File: src/rtl/n_bit_m_wide_shift_reg.sv
// M-stage, N-bit-wide word shift register: one word enters per clock and
// leaves M clocks later; Clr clears every stage asynchronously.
module n_bit_m_wide_shift_reg #(
    parameter int N = 4,
    parameter int M = 4
) (
    input  logic         Clk,
    input  logic         Clr,
    input  logic [N-1:0] SI,
    output logic [N-1:0] SO
);

    generate
        if (N < 1 || M < 1) begin : g_bad_params
            $fatal(1, "n_bit_m_wide_shift_reg: N (%0d) and M (%0d) must both be >= 1", N, M);
        end
    endgenerate

    logic [N-1:0] temp [0:M-1];

    // NOTE: every stage is a real flop, so clearing the whole array on reset
    // is cheap; non-blocking updates make all stages move on the same edge.
    always_ff @(posedge Clk or negedge Clr) begin
        if (!Clr) begin
            for (int i = 0; i < M; i++) begin
                temp[i] <= '0;
            end
        end else begin
            temp[0] <= SI;
            for (int i = 1; i < M; i++) begin
                temp[i] <= temp[i-1];
            end
        end
    end

    assign SO = temp[M-1];

endmodule

File: config.mk
export PLATFORM = sky130hd
export DESIGN_NAME = n_bit_m_wide_shift_reg
export DESIGN_NICKNAME = d
export VERILOG_FILES = /design/src/rtl/n_bit_m_wide_shift_reg.sv
export SDC_FILE = /design/constraint.sdc
export NUM_CORES = 1
export LEC_CHECK = 0
export ABC_AREA = 0
export CORE_AREA = 5 5 42 44
export CTS_BUF_LIST = sky130_fd_sc_hd__clkbuf_4
export CTS_CLUSTER_SIZE = 40
export DETAILED_ROUTE_END_ITERATION = 8
export DIE_AREA = 0 0 47 49
export HOLD_SLACK_MARGIN = 0.1
export PLACE_DENSITY = 0.66
export SYNTH_ARGS = -nofsm -noshare
export SYNTH_HDL_FRONTEND = slang
export SYNTH_SLANG_ARGS = --single-unit
File: constraint.sdc
create_clock -name Clk -period 0.9 [get_ports Clk]
set_input_delay 0.135 -clock Clk [delete_from_list [all_inputs] [get_ports Clk]]
set_output_delay 0.135 -clock Clk [all_outputs]
set_load 0.02 [all_outputs]
; Yosys cells after proc, flatten, opt, wreduce, memory -nomap -nowiden
; Index checks and enable logic that the tools add are counted.
[totals]
ff_bits = 16
elab_cells = 4

; Depth between registers and ports, before layout
; Gate-level depths: netlist of run 1.
[logic_depth]
word_depth = 0
ltp_mapped = 1
ltp_nobuf = 0

; Worst setup path before layout of run 1
; No wires, ideal clock.
[synth_path]
kind = flip-flop to output port
start = register temp, in the netlist SO[0]
end = output port SO[0]
arrival_ns = 0.482
setup_slack_ns = 0.283
path_stages_with_launch = 2
path_buffers = 1
cell_sequence = dfrtp_1 buf_4
[synth_lines]
columns = element, line
row1 = from (decl), 19  ; logic [N-1:0] temp [0:M-1];
row2 = "from (signal, indexed assignment)", 31  ; temp[i] <= temp[i-1];
row3 = to (decl), 10  ; output logic [N-1:0] SO
; No word-level cell between the ends.

; Worst setup path after layout of run 1
[layout_path]
start = register temp, in the netlist SO[2]
end = output port SO[2]
; No word-level cell between the ends.

==> impl_metrics.toml, run 1 <==
[critical_path]
worst-r2r-setup-slack_ns = 0.40
maximum_fanout_encountered_on_the_critical_timing_path = 1
timing.critical_path.slowest_cell_delay_ns = 0.39
type_of_the_worst_setup_path = "reg -> out"
r2r_cells = 0
crit_path_end_kind = "output pin"
cp_cell_sequence = "buf_6"
critical_path_required_ns = 0.76
worstReg2RegStart = "temp[5]$_DFF_PN0_"
critical_path.top_delay_family = "flip-flops"
cp-start-kind = "register"
critPathBufInv = 1
crit_slowest_cell = "dfrtp_1"
startpoint = "SO[2]$_DFF_PN0_"
worst-endpoint-arrival_ns = 0.80
critical_path.reg2reg.endpoint = "SO[1]$_DFF_PN0_"

[clock_network]
cts_setup_buffers = 0
clk-insertion-delay-late_ns = 0.28
clk_root_buffer_cell = "clkbuf_4"
max_h_tree_level = 1
cts-root-to-sink-buffers = 2
cts.reportedPaths.clkPinSlew_ns = 0.09
cts_buf_count = 3
clock_sink_count = 16
clock_tree_from_tritoncts = "yes"

[timing]
grt_setup_unrepaired = "true"
slew-limit-headroom = 0.9284
final_min_period_over_clock_period = 1.034
final.min_clock_period_ns = 0.9305
final-hold-violation-count = 0
clock_skew_ns = 0.004391
finalMaxSlewViolations = 0
post-route-worst-setup-slack_ns = -0.03051
tightest_slew_ns = 0.1070
timing.final.setup_violations = 4
max_clock_freq_mhz = 1075

[die]
num_io_pins = 10
rows = 14
chipWidth_um = 47
die_outline_height_um = 49
dieArea_um2 = 2303
core_area_um2 = 1401
floorplan.initialDensity = 0.3071

[flow_run]
drv_cap = 0

[power_and_ir_drop]
ir_worst_vdd_mv = 0.6348
power_leakage_nw = 0.2550
power_density_nw_per_um2 = 2147

[synthesis]
synth_seq_area_share = 0.9302
post-synth-top-area-fraction = 0.9302
synth_top_area_cell = "dfrtp_1"
yosys.cell_types.count = 2
netlist_area_um2 = 430.4
synth.top_cells.by_area = "dfrtp_1 93%, buf_4 7.0%"
synth_seq_cells = 16
synth_fp_nets = 26
syn_avg_cell_area_um2 = 21.52
synth-warning-count = 0
synthesis.instances = 20

[global_routing]
wire_length_of_the_first_global_routing_pass_um = 786
maximum_number_of_pins_on_one_net_before_global_route_repair = 17
number_of_global_route_vias_before_repair = 190
globalRouteOverflowTotal = 0
grt_usage = 0.05704
initial_antenna_violation_count = 0

[placed_design]
cell_area_after_placement_um2 = 530.5
final_replace_weighted_congestion = 0.6197
port_buffers = 9
place_worst_setup_slack_ns = -0.1572

[cells_and_area]
final_common_cell = "dfrtp_1"
layout.cells.most_common_list = "16 x dfrtp_1, 5 x clkdlybuf4s50_1, 4 x buf_6, 3 x clkbuf_4"
sequential_cell_area_um2 = 400.4
insertedDiodeCount = 0
design.final.nets = 37
fillerInstances = 147
synthToLayoutAreaGrowth_pct = 30.52
multi_input_gates = 0
finish.instance_area_um2 = 561.8
share_of_cells_above_drive_strength_1 = 0.2667
multiInputGateArea_um2 = 0

[detailed_routing]
detail_route.first_pass.iterations = 1
drt-total-wl_um = 508
detail_route.vias_per_cell = 3.804
route.detailed.wl_per_inst_um = 11.04
antenna_violating_nets_post_route = 0
vias = 175
drc_errors = 0
drt_iter0_drc = 0

[run_status]
violations = "negative setup slack"
run_status = "finished with violations"

[hold_path]
path_category_of_the_worst_min_delay_check = "in -> async"
## cell usage after synthesis, drive strengths merged
master	number
buf	4
dfrtp	16
## per-stage QoR
step / std cells / TNS, ns / hold WS (ns) / util / power [mW]
finish: 46 / -0.09670 / 0.1745 / 0.4009 / 1.206
CTS: 46 / -0.1877 / 0.1618 / 0.4009 / 1.238
floorplan: 20 / 0 / -0.1606 / - / 0.8005
global route: 46 / -0.2591 / 0.1610 / 0.4009 / 1.269
detailed placement: 42 / -0.5657 / 0.3347 / 0.3786 / 0.8551
global placement: 42 / -0.5277 / 0.3338 / 0.3786 / 0.8505
## layer usage
layer	track usage	up-vias	part of all wire
li1	-	76	-
met1	0.05000	87	0.36
met2	0.07692	10	0.50
met3	0.02214	2	0.12
met4	0.08295	0	0.016
met5	0	-	0
## timing repair
action / CTS / global route
resized for setup: 24 / 0
setup endpoints to repair: 4 / 4
pin swaps: 0 / 0
hold buffers: 0 / 0
## layout make-up
type / count / share of cell area
repair buffers: 10 / 0.2049
flip-flops and latches: 16 / 0.7127
well taps: 16 / 0.03563
clock buffers: 3 / 0.04009
clock inverters: 1 / 0.006682
## worst max path at each step
stage | end | depth (start not counted)
after floorplan | SO[0] | 1
after CTS | SO[1] | 1
after global routing | SO[1] | 1
after global placement | SO[0] | 1
final | SO[2] | 1
after detailed placement | SO[1] | 1
## report_power, final
group | switching [mW] | internal, mW | leakage [nW]
sequential | 0.0110 | 0.754 | 0.186
clock | 0.204 | 0.161 | 0.0154
combinational | 0.0313 | 0.0444 | 0.0532
## registers in the layout, summed over array words and instances (netlist names)
| name | count |
|---|---|
| SO | 4 |
| temp | 12 |
## logic make-up (layout without fill, tap and decap cells)
kind of cell           Yosys count  count (layout)  share of synthesized area
flip-flops                      16              16                     0.9302
buffers and inverters            4              14                    0.06977
(Power assumes the default switching activity.)
==> run 2: changes to the inputs <==
- CORE_AREA: 5 5 42 44 -> 2 2 39 41
- DIE_AREA: 0 0 47 49 -> 0 0 41 43
==> run 2 against run 1 <==
The flow still finishes with violations (negative setup slack). Clock-buffer cell count unchanged. Routed wire length down 9.3%. Highest routed layer is now met3. First-iteration DRC count unchanged. Register-to-register slack about the same. Clock power down 1%. Fmax up 0.96%. Cell count unchanged. Power down 0.35%. Cell area unchanged.
==> impl_metrics.toml, run 2 (synthesis gave the netlist of run 1 again) <==
[global_routing]
maximum_number_of_pins_on_one_net_before_global_route_repair = 17
wire_length_of_the_first_global_routing_pass_um = 834
globalRouteOverflowTotal = 0
initial_antenna_violation_count = 0
grt_usage = 0.07963
number_of_global_route_vias_before_repair = 217

[power_and_ir_drop]
power_leakage_nw = 0.2550
power.share.sequential = 0.636
p_clk_frac = 0.300
power_density_nw_per_um2 = 2139
ir_worst_vdd_mv = 0.8756
switching_share = 0.2019
power.switching_mw = 0.2426
p_int_mw = 0.9592
p_comb_frac = 0.063

[timing]
post-route-worst-setup-slack_ns = -0.02164
max_clock_freq_mhz = 1085
hold_slack_ns = 0.1781
grt_setup_unrepaired = "true"
final_min_period_over_clock_period = 1.024
final.min_clock_period_ns = 0.9216
slew-limit-headroom = 0.9275
tightest_slew_ns = 0.1084
clock_skew_ns = 0.002612
timing.final.setup_violations = 4
finalMaxSlewViolations = 0
final-hold-violation-count = 0

[die]
dieArea_um2 = 1763
floorplan.initialDensity = 0.3110
core_area_um2 = 1384
rows = 14
num_io_pins = 10
chipWidth_um = 41
die_outline_height_um = 43

[critical_path]
maximum_fanout_encountered_on_the_critical_timing_path = 1
cp_cell_sequence = "buf_6"
type_of_the_worst_setup_path = "reg -> out"
crit_slowest_cell = "dfrtp_1"
critPathBufInv = 1
worstReg2RegStart = "temp[15]$_DFF_PN0_"
worst-endpoint-arrival_ns = 0.79
timing.critical_path.to = "SO[3]"
critical_path.reg2reg.endpoint = "temp[11]$_DFF_PN0_"
r2r_cells = 0
critical_path.top_delay_family = "flip-flops"
cp-start-kind = "register"
timing.critical_path.slowest_cell_delay_ns = 0.38
crit_path_end_kind = "output pin"
critical_path_required_ns = 0.76
critical_path_depth = 1
startpoint = "SO[3]$_DFF_PN0_"
worst-r2r-setup-slack_ns = 0.41

[detailed_routing]
vias = 171
detail_route.vias_per_cell = 3.717
drt-total-wl_um = 461
detail_route.first_pass.iterations = 1
drc_errors = 0
antenna_violating_nets_post_route = 0
route.detailed.wl_per_inst_um = 10.02
drt_iter0_drc = 0

[cells_and_area]
multiInputGateArea_um2 = 0
synthToLayoutAreaGrowth_pct = 30.52
layout.cells.most_common_list = "16 x dfrtp_1, 5 x clkdlybuf4s50_1, 4 x buf_6, 3 x clkbuf_4"
largest_register_ff_count = 12
share_of_cells_above_drive_strength_1 = 0.2667
multi_input_gates = 0
insertedDiodeCount = 0
fillerInstances = 134
final_common_cell = "dfrtp_1"
regMostFlops = "temp"
design.final.nets = 37
sequential_cell_area_um2 = 400.4

[clock_network]
clk-insertion-delay-late_ns = 0.27
cts_buf_count = 3
cts-root-to-sink-buffers = 2
cts.reportedPaths.clkPinSlew_ns = 0.09
clk_root_buffer_cell = "clkbuf_4"
cts_setup_buffers = 0
clock_tree_from_tritoncts = "yes"
clock_sink_count = 16
max_h_tree_level = 1

[placed_design]
port_buffers = 9
place_worst_setup_slack_ns = -0.1424
final_replace_weighted_congestion = 0.5700

[flow_run]
drv_cap = 0

[run_status]
violations = "negative setup slack"
run_status = "finished with violations"

[hold_path]
path_category_of_the_worst_min_delay_check = "in -> async"
## run 2: cell counts in the layout (fill, tap and decap cells not counted)
Identical to the previous run, type by type.
## run 2: final cells by class
class	instances	share of cell area
Clock inverter	1	0.006682
Tap cell	16	0.03563
Timing Repair Buffer	10	0.2049
Sequential cell	16	0.7127
Clock buffer	3	0.04009
## run 2: per-layer routing
layer | share of wire | GRT usage
met5 | 0 | 0
met2 | 0.53 | 0.1125
met1 | 0.39 | 0.08156
met3 | 0.078 | 0.04712
met4 | 0 | 0.06000
## run 2: power by group through the flow
stage / Combinational [mW] / Sequential (mW) / Clock [mW]
after global routing: 0.0835 / 0.769 / 0.412
after floorplan: 0.0257 / 0.775 / 0
after detailed placement: 0.0762 / 0.778 / 0
after global placement: 0.0746 / 0.776 / 0
final: 0.0759 / 0.765 / 0.361
after CTS: 0.0784 / 0.766 / 0.390
## run 2: worst min-delay path by stage
stage / to / start / slack, ns
floorplan: SO[0]$_DFF_PN0_ / Clr / -0.16
global placement: temp[5]$_DFF_PN0_ / temp[9]$_DFF_PN0_ / 0.33
detailed placement: temp[5]$_DFF_PN0_ / temp[9]$_DFF_PN0_ / 0.33
CTS: temp[15]$_DFF_PN0_ / Clr / 0.17
global route: temp[15]$_DFF_PN0_ / Clr / 0.18
finish: temp[15]$_DFF_PN0_ / Clr / 0.18
## run 2: timing repair
item	CTS	global route
hold buffers	0	0
setup endpoints to repair	4	4
resized for setup	24	0
## run 2: stage by stage
stage | cells | total power [mW] | TNS, ns | util | instance area (um^2)
final | 46 | 1.202 | -0.07294 | 0.4060 | 561.8
after detailed placement | 42 | 0.8545 | -0.5339 | 0.3834 | 530.5
after global placement | 42 | 0.8504 | -0.5174 | 0.3834 | 530.5
after CTS | 46 | 1.234 | -0.1563 | 0.4060 | 561.8
after global routing | 46 | 1.264 | -0.2328 | 0.4060 | 561.8
after floorplan | 20 | 0.8005 | 0 | - | 430.4
==> run 3: changes to the inputs <==
- TNS_END_PERCENT: default -> 100
==> results of run 3 <==
Same layout as run 2: the final DEF is identical, and so are final timing and power.
